[src/rtl/y_buf_classifier.sv]
`default_nettype none
// ============================================================================
// Module  : y_buf_classifier
// Brief   : Snoops output-buffer score writes, tracks argmax per image and
//           queues {image, class, score} results in a small FIFO.
// Revision: 1.0 - initial release
// ============================================================================
module y_buf_classifier #(
    parameter int IN_IMG_NUM       = 10,
    parameter int NUM_CLASS        = 10,
    parameter int Y_BUF_DATA_WIDTH = 32,
    parameter int Y_BUF_ADDR_WIDTH = 32,
    parameter int FIFO_DEPTH       = 4
) (
    input  logic                        clk_i,
    input  logic                        rst_i,
    input  logic                        y_buf_en,
    input  logic                        y_buf_wr_en,
    input  logic [Y_BUF_ADDR_WIDTH-1:0] y_buf_addr,
    input  logic [Y_BUF_DATA_WIDTH-1:0] y_buf_data,
    output logic                        pred_valid_o,
    input  logic                        pred_ready_i,
    output logic [3:0]                  pred_class_o,
    output logic [7:0]                  pred_img_o,
    output logic [Y_BUF_DATA_WIDTH-1:0] pred_score_o,
    output logic                        addr_err_o,
    output logic                        overflow_o,
    output logic                        all_done_o
);

    localparam int c_CLS_W   = (NUM_CLASS > 1) ? $clog2(NUM_CLASS) : 1;
    localparam int c_PTR_W   = (FIFO_DEPTH > 1) ? $clog2(FIFO_DEPTH) : 1;
    localparam int c_CNT_W   = $clog2(FIFO_DEPTH + 1);
    localparam int c_ENTRY_W = 8 + 4 + Y_BUF_DATA_WIDTH;

    localparam logic [c_CLS_W-1:0] c_CLS_LAST = c_CLS_W'(NUM_CLASS - 1);
    localparam logic [7:0]         c_IMG_LAST = 8'(IN_IMG_NUM - 1);
    localparam logic [c_PTR_W-1:0] c_PTR_LAST = c_PTR_W'(FIFO_DEPTH - 1);
    localparam logic [c_CNT_W-1:0] c_CNT_FULL = c_CNT_W'(FIFO_DEPTH);

    localparam logic [1:0] c_S_IDLE  = 2'd0;
    localparam logic [1:0] c_S_ACCUM = 2'd1;
    localparam logic [1:0] c_S_DONE  = 2'd2;

    logic [1:0]                         r_state;
    logic [1:0]                         w_state_nxt;
    logic [Y_BUF_ADDR_WIDTH-1:0]        r_exp_addr;
    logic [c_CLS_W-1:0]                 r_cls;
    logic [7:0]                         r_img;
    logic signed [Y_BUF_DATA_WIDTH-1:0] r_max;
    logic [3:0]                         r_max_cls;
    logic                               r_addr_err;
    logic                               r_overflow;

    logic                               w_wr;
    logic                               w_ok;
    logic                               w_last_cls;
    logic                               w_last_img;
    logic signed [Y_BUF_DATA_WIDTH-1:0] w_win_score;
    logic [3:0]                         w_win_cls;

    logic [c_ENTRY_W-1:0]               r_mem [FIFO_DEPTH];
    logic [c_PTR_W-1:0]                 r_wr_ptr;
    logic [c_PTR_W-1:0]                 r_rd_ptr;
    logic [c_CNT_W-1:0]                 r_count;
    logic                               w_push;
    logic                               w_pop;
    logic                               w_full;
    logic                               w_push_ok;
    logic [c_ENTRY_W-1:0]               w_head;

    // Alignment is checked explicitly so a misaligned write never matches.
    assign w_wr       = y_buf_en & y_buf_wr_en;
    assign w_ok       = w_wr && (r_state != c_S_DONE) && (y_buf_addr[1:0] == 2'b00)
                        && (y_buf_addr == r_exp_addr);
    assign w_last_cls = (r_cls == c_CLS_LAST);
    assign w_last_img = (r_img == c_IMG_LAST);

    // Winner including the word being written; strict compare keeps the lower index on ties.
    always_comb begin
        w_win_score = r_max;
        w_win_cls   = r_max_cls;
        if ((r_cls == '0) || ($signed(y_buf_data) > r_max)) begin
            w_win_score = $signed(y_buf_data);
            w_win_cls   = 4'(r_cls);
        end
    end

    always_comb begin
        w_state_nxt = r_state;
        case (r_state)
            c_S_IDLE, c_S_ACCUM: begin
                if (w_ok) begin
                    if (w_last_cls) w_state_nxt = w_last_img ? c_S_DONE : c_S_IDLE;
                    else            w_state_nxt = c_S_ACCUM;
                end
            end
            default: w_state_nxt = r_state;
        endcase
    end

    always_ff @(posedge clk_i) begin
        if (rst_i) begin
            r_state    <= c_S_IDLE;
            r_exp_addr <= '0;
            r_cls      <= '0;
            r_img      <= '0;
            r_max      <= '0;
            r_max_cls  <= '0;
            r_addr_err <= 1'b0;
        end else begin
            r_state <= w_state_nxt;
            if (w_wr && !w_ok) r_addr_err <= 1'b1;
            if (w_ok) begin
                r_exp_addr <= r_exp_addr + Y_BUF_ADDR_WIDTH'(4);
                r_max      <= w_win_score;
                r_max_cls  <= w_win_cls;
                if (w_last_cls) begin
                    r_cls <= '0;
                    r_img <= r_img + 8'd1;
                end else begin
                    r_cls <= r_cls + c_CLS_W'(1);
                end
            end
        end
    end

    // Result FIFO: a full FIFO still accepts a push when the head leaves in the same cycle.
    assign w_push    = w_ok && w_last_cls;
    assign w_pop     = (r_count != '0) && pred_ready_i;
    assign w_full    = (r_count == c_CNT_FULL);
    assign w_push_ok = w_push && (!w_full || w_pop);

    always_ff @(posedge clk_i) begin
        if (w_push_ok) r_mem[r_wr_ptr] <= {r_img, w_win_cls, w_win_score};
    end

    always_ff @(posedge clk_i) begin
        if (rst_i) begin
            r_wr_ptr   <= '0;
            r_rd_ptr   <= '0;
            r_count    <= '0;
            r_overflow <= 1'b0;
        end else begin
            if (w_push && !w_push_ok) r_overflow <= 1'b1;
            if (w_push_ok) r_wr_ptr <= (r_wr_ptr == c_PTR_LAST) ? '0 : r_wr_ptr + c_PTR_W'(1);
            if (w_pop)     r_rd_ptr <= (r_rd_ptr == c_PTR_LAST) ? '0 : r_rd_ptr + c_PTR_W'(1);
            case ({w_push_ok, w_pop})
                2'b10:   r_count <= r_count + c_CNT_W'(1);
                2'b01:   r_count <= r_count - c_CNT_W'(1);
                default: r_count <= r_count;
            endcase
        end
    end

    assign w_head       = r_mem[r_rd_ptr];
    assign pred_valid_o = (r_count != '0);
    assign pred_img_o   = pred_valid_o ? w_head[c_ENTRY_W-1 -: 8] : 8'd0;
    assign pred_class_o = pred_valid_o ? w_head[Y_BUF_DATA_WIDTH+3 : Y_BUF_DATA_WIDTH] : 4'd0;
    assign pred_score_o = pred_valid_o ? w_head[Y_BUF_DATA_WIDTH-1:0] : '0;
    assign addr_err_o   = r_addr_err;
    assign overflow_o   = r_overflow;
    assign all_done_o   = (r_state == c_S_DONE) && (r_count == '0);

endmodule
`default_nettype wire
[config.mk]
export PLATFORM = sky130hd
export DESIGN_NAME = y_buf_classifier
export DESIGN_NICKNAME = d
export VERILOG_FILES = /design/src/rtl/y_buf_classifier.sv
export SDC_FILE = /design/constraint.sdc
export NUM_CORES = 1
export LEC_CHECK = 0
export ABC_AREA = 1
export BUFFER_PORTS_ARGS = -buffer_cell sky130_fd_sc_hd__buf_4
export CORE_MARGIN = 1
export CORE_UTILIZATION = 50
export CTS_BUF_LIST = sky130_fd_sc_hd__clkbuf_16
export DETAILED_ROUTE_END_ITERATION = 8
export GPL_TIMING_DRIVEN = 0
export PLACE_DENSITY = 0.67
export REMOVE_ABC_BUFFERS = 1
export SYNTH_ARGS = -nofsm -noshare
export SYNTH_HDL_FRONTEND = slang
export SYNTH_SLANG_ARGS = --single-unit
[constraint.sdc]
create_clock -name clk_i -period 4.25 [get_ports clk_i]
set_input_delay 0.6375 -clock clk_i [delete_from_list [all_inputs] [get_ports clk_i]]
set_output_delay 0.6375 -clock clk_i [all_outputs]
set_load 0.005 [all_outputs]
Word level (Yosys, flattened, before mapping)
Memories as Yosys holds them, arrays and structs flattened. A register that Yosys moved wholly into a read port is not among the register bits.
Cells that the tools add are included.
{ "totals": {"out_inout_bits": 48, "in_bits": 69, "mem_bits_ro": 0, "n_memories": 1, "elab_cells": 70, "latchBits": 0, "mem_bits_rw": 176, "reg_bits": 91} }
{ "classes": {"n_addsub": 7, "multipliers": 0, "bitwise": 1, "n_lt_le_gt_ge": 1, "eq_ne": 11, "n_reduce_logical": 23, "div": 0, "n_mux": 15, "shifts": 0} }
{ "mem_list": {"columns": ["name", "depth", "width", "read_ports", "rd_ports_with_merged_regs", "write_ports", "line_no", "rtl"], "rows": [
  ["r_mem", 4, 44, 1, 1, 1, "62", "logic [c_ENTRY_W-1:0] r_mem [FIFO_DEPTH];"]
]} }
{ "ops": {"columns": ["cell", "count"], "rows": [
  ["$mux W32", 2],
  ["$add A32 B3 Y32 const B", 1],
  ["$eq A32 B32 Y1", 1],
  ["$gt A32 B32 Y1", 1],
  ["$mux W2", 6],
  ["$mux W4", 3],
  ["$logic_and A1 B1 Y1", 9],
  ["$add A8 B1 Y8 const B", 1],
  ["$eq A2 B2 Y1 const B", 4],
  ["$eq A8 B4 Y1 const B", 1],
  ["$mux W8", 1],
  ["$pmux W3 S2", 1],
  ["$add A2 B1 Y2 const B", 2],
  ["$add A4 B1 Y4 const B", 1],
  ["$eq A2 B1 Y1 const B", 2],
  ["$eq A4 B4 Y1 const B", 1],
  ["$logic_not A2 Y1", 2],
  ["$logic_not A4 Y1", 1],
  ["$reduce_and A2 Y1", 2],
  ["$add A3 B1 Y3 const B", 1],
  ["$eq A3 B3 Y1 const B", 1],
  ["$logic_not A1 Y1", 3],
  ["$logic_not A3 Y1", 1],
  ["$reduce_bool A3 Y1", 1],
  ["other kinds (7)", 9]
]} }

Longest topological paths before layout
{ "depth": {"depth_word": 8, "depth_mapped": 21, "ltp_nobuf": 20} }

Worst setup path after synthesis
Ideal clock, no wire load.
{ "synth_path": {"path_kind": "input to register", "startpoint": "input port y_buf_en", "endpoint": "memory r_mem[0][0] in the netlist's numbering, enable pin", "setup_ns": 0.446, "stages": 10, "path_buffers": 0, "arrival_time_ns": 3.457, "required_ns": 3.804, "slack_ns": 0.347, "path_cell_list": "nand2_1 inv_1 nand2_1 nor3_2 nand2_1 nor2_4 nand2_8 nor2_8 nand2_2 nor2_1"} }
{ "synth_via": {"elab_chain_cells": 8} }
{ "synth_rtl": {"columns": ["item", "line_no", "rtl"], "rows": [
  ["from (decl)", "17", "input logic y_buf_en,"],
  ["$and A1 B1 Y1", "73", "assign w_wr = y_buf_en & y_buf_wr_en;"],
  ["$logic_and A1 B1 Y1 (2 in series)", "74", "assign w_ok = w_wr && (r_state != c_S_DONE) && (y_buf_addr[1:0] == 2'b00)"],
  ["$logic_and A1 B1 Y1", "75", "&& (y_buf_addr == r_exp_addr);"],
  ["$logic_and A1 B1 Y1", "129", "assign w_push = w_ok && w_last_cls;"],
  ["$logic_and A1 B1 Y1", "132", "assign w_push_ok = w_push && (!w_full || w_pop);"],
  ["$mux W1", "135", "if (w_push_ok) r_mem[r_wr_ptr] <= {r_img, w_win_cls, w_win_score};"],
  ["$mux W1 (implied by the code)", "135", null],
  ["to (decl)", "62", null]
]} }
Every way passes these cells.

==> impl_metrics.yaml <==
status:
  outcome: "finished, violations left"
  violations: "DRC"
logic_synthesis:
  mappedNetlistArea_sq_um: 13500
  synth.ff_latch_count: 267
  yosysTopAreaCellShare_pct: 39.0
  syn_inst: 1587
  synth_flop_cell: "edfxtp_1"
  synth_top_area_cell: "edfxtp_1"
  avgSynthCellArea_sq_um: 8.54
  async_flop_share_pct: 0
  synth_warnings: 0
  synth_edf_count: 176
  ys_types: 49
  ys_top_cells_by_area: "edfxtp_1 39%, dfxtp_1 13%, nand2_1 8.3%"
  yosysMostFrequentCell: "nand2_1"
  synthTopCellsByCount: "301 x nand2_1, 257 x nor2_1, 176 x edfxtp_1"
  ys_seq_area_share_pct: 52.5
timing:
  period_share_pct: 85.6
  tightest_slew_ps: 1080
  period_minus_slack_ps: 3640
  max_freq_mhz: 275
  maxSlewHeadroom_pct: 28.2
  final-setup-viol-count: 0
  rsz0062_at_grt: "false"
  finClkSkew_ps: 9.67
  final_max_slew_viol_count: 0
  hold_viol: 0
floorplanning:
  core_area_sq_um: 26400
  core.rowCount: 59
  die_area_sq_um: 27800
  die_h_um: 167
  io_pins: 117
  initial_core_util_pct: 51.4
  die_w_um: 167
clock_network:
  cts_root_buf: "clkbuf_16"
  clkLatencyLatePin_ps: 530
  htree_levels: 1
  cts_tree: "built"
  clkTransAtPathRegs_ps: 60
  cts_resized: 0
  numCtsBuffers: 28
  clock_sinks: 267
  clockBufferDepth: 3
  postCtsSetupBuffers: 0
  ctsHoldBuffers: 0
routing:
  drc: 7
  wl_per_cell_um: 16.7
  via_count: 11000
  dr.pass1.iters: 9
  routed_via_density: 5.40
  ant_nets: 0
  drt_iter0_drc: 795
  routed_wl_mm: 34.0
critical_path:
  criticalPathCategory: "reg -> out"
  critPathMaxFanout: 44
  crit_path_end_kind: "output pin"
  r2r_start: "r_exp_addr[23]"
  required_ps: 3610
  arrival_ps: 3000
  cp-start-kind: "flop"
cells_and_area:
  layout.nets: 1788
  regArea_sq_um: 7110
  final_cells: 2035
  multiInputGateArea_sq_um: 5510
  drive_above_1_share_pct: 13.2
  diodes: 0
  fin_area_sq_um: 15700
  num-fill-cells: 2284
  area_growth_pct: 15.7
global_route:
  grt_max_degree: 89
  grt-ovfl-total: 0
  antenna_found_initial: 0
  track_usage_pct: 24.5
  grt_pass1_vias: 10500
  grt_first_pass_wirelength_mm: 53.8
power:
  powerDensity_nw_per_um2: 457
  ir_drop_uv: 432
  power_leakage_nw: 6.36
placed_design:
  hpwl_mm: 22.4
  port_buffers: 116
  routabilityCongestion: 0.931
  dpl.cell_count: 1982
  placed_area_sq_um: 14800
min_path:
  min_from: "y_buf_data[6]"
  hp-class: "in -> reg"
job:
  drv_cap: 0
## cells in the final DEF (no fill, tap or decap), types with 9 or more instances in the layout
master     Yosys  layout
a21oi_1      125     125
dfxtp_1       91      89
nand2_1      301     301
inv_1        148     158
buf_4          5     116
nand4_1       38      38
nor2_1       257     252
xor2_1        25      25
nand3_2       11      11
ha_1          40      40
clkinv_1       1       9
clkbuf_16      0      29
o21ai_0      100     100
edfxtp_1     176     176
nor4_1        10      10
nor3_1        26      26
nand3_1       95      95
inv_2         18      17
## flip-flops by register name, summed over array words and instances (netlist names), named ones only
signal,cells
overflow_o,1
r_cls,4
r_rd_ptr,2
r_exp_addr,30
r_mem,176
r_img,8
r_wr_ptr,2
r_state,2
addr_err_o,1
r_count,3
r_max,32
r_max_cls,4
## worst max-delay path: stages (launching register included)
cell and delay, ps:
dfxtp_2 560, buf_12 280, clkinv_2 730, nor2_1 310, o21ai_0 110, a21oi_1 270
buf_4 170
## through the flow
stage	hold WS [ps]	setup TNS, ps	power, mW	setup slack, ps	util [%]
2_1_floorplan	443	0	3.91	231	-
3_3_place_gp	459	-471240	4.92	-2330	55.1
3_5_place_dp	460	0	4.96	486	56.2
4_1_cts	417	0	7.19	560	59.4
5_1_grt	442	0	7.53	475	59.5
6_report	431	0	7.16	613	59.5
## layout make-up
class | instances | area share (%)
clock buffer | 29 | 4.63
clock inverter | 23 | 0.790
inverter | 168 | 4.05
multi-input combinational | 1085 | 35.2
sequential | 267 | 45.4
tap | 335 | 2.67
timing repair buffer | 128 | 7.31
## metal layers
| metal | vias to the layer above | track usage, % | wire, um |
|---|---|---|---|
| met5 | - | 0 | 0 |
| met4 | 0 | 8.37 | 1010 |
| met3 | 60 | 2.28 | 1910 |
| met2 | 345 | 43.4 | 16300 |
| met1 | 5101 | 31.4 | 14800 |
| li1 | 5477 | - | - |
## worst paths after layout
path | end | slack (ps) | depth (start not counted)
setup reg to reg | r_mem[0][4] | 800 | 11
setup / recovery | pred_score_o[3] | 610 | 6
hold / removal | r_max[6] | 430 | 5
hold reg to reg | addr_err_o | 480 | 2
## cells by family after synthesis
group | count (synthesis) | share of synthesized area (%)
adder cells (fa/ha/maj) | 41 | 3.84
flip-flops | 267 | 52.5
AO/OA/AOI/OAI | 240 | 9.18
buffers and inverters | 235 | 7.07
XOR/XNOR | 27 | 1.75
AND/OR/NAND/NOR | 777 | 25.7
## report_power, final
part	internal, mW	switching [mW]	total, mW
clock	1.28	0.961	2.24
sequential	2.79	0.0610	2.85
combinational	0.807	1.25	2.06
Note: power is estimated with default switching activity, not from simulation.
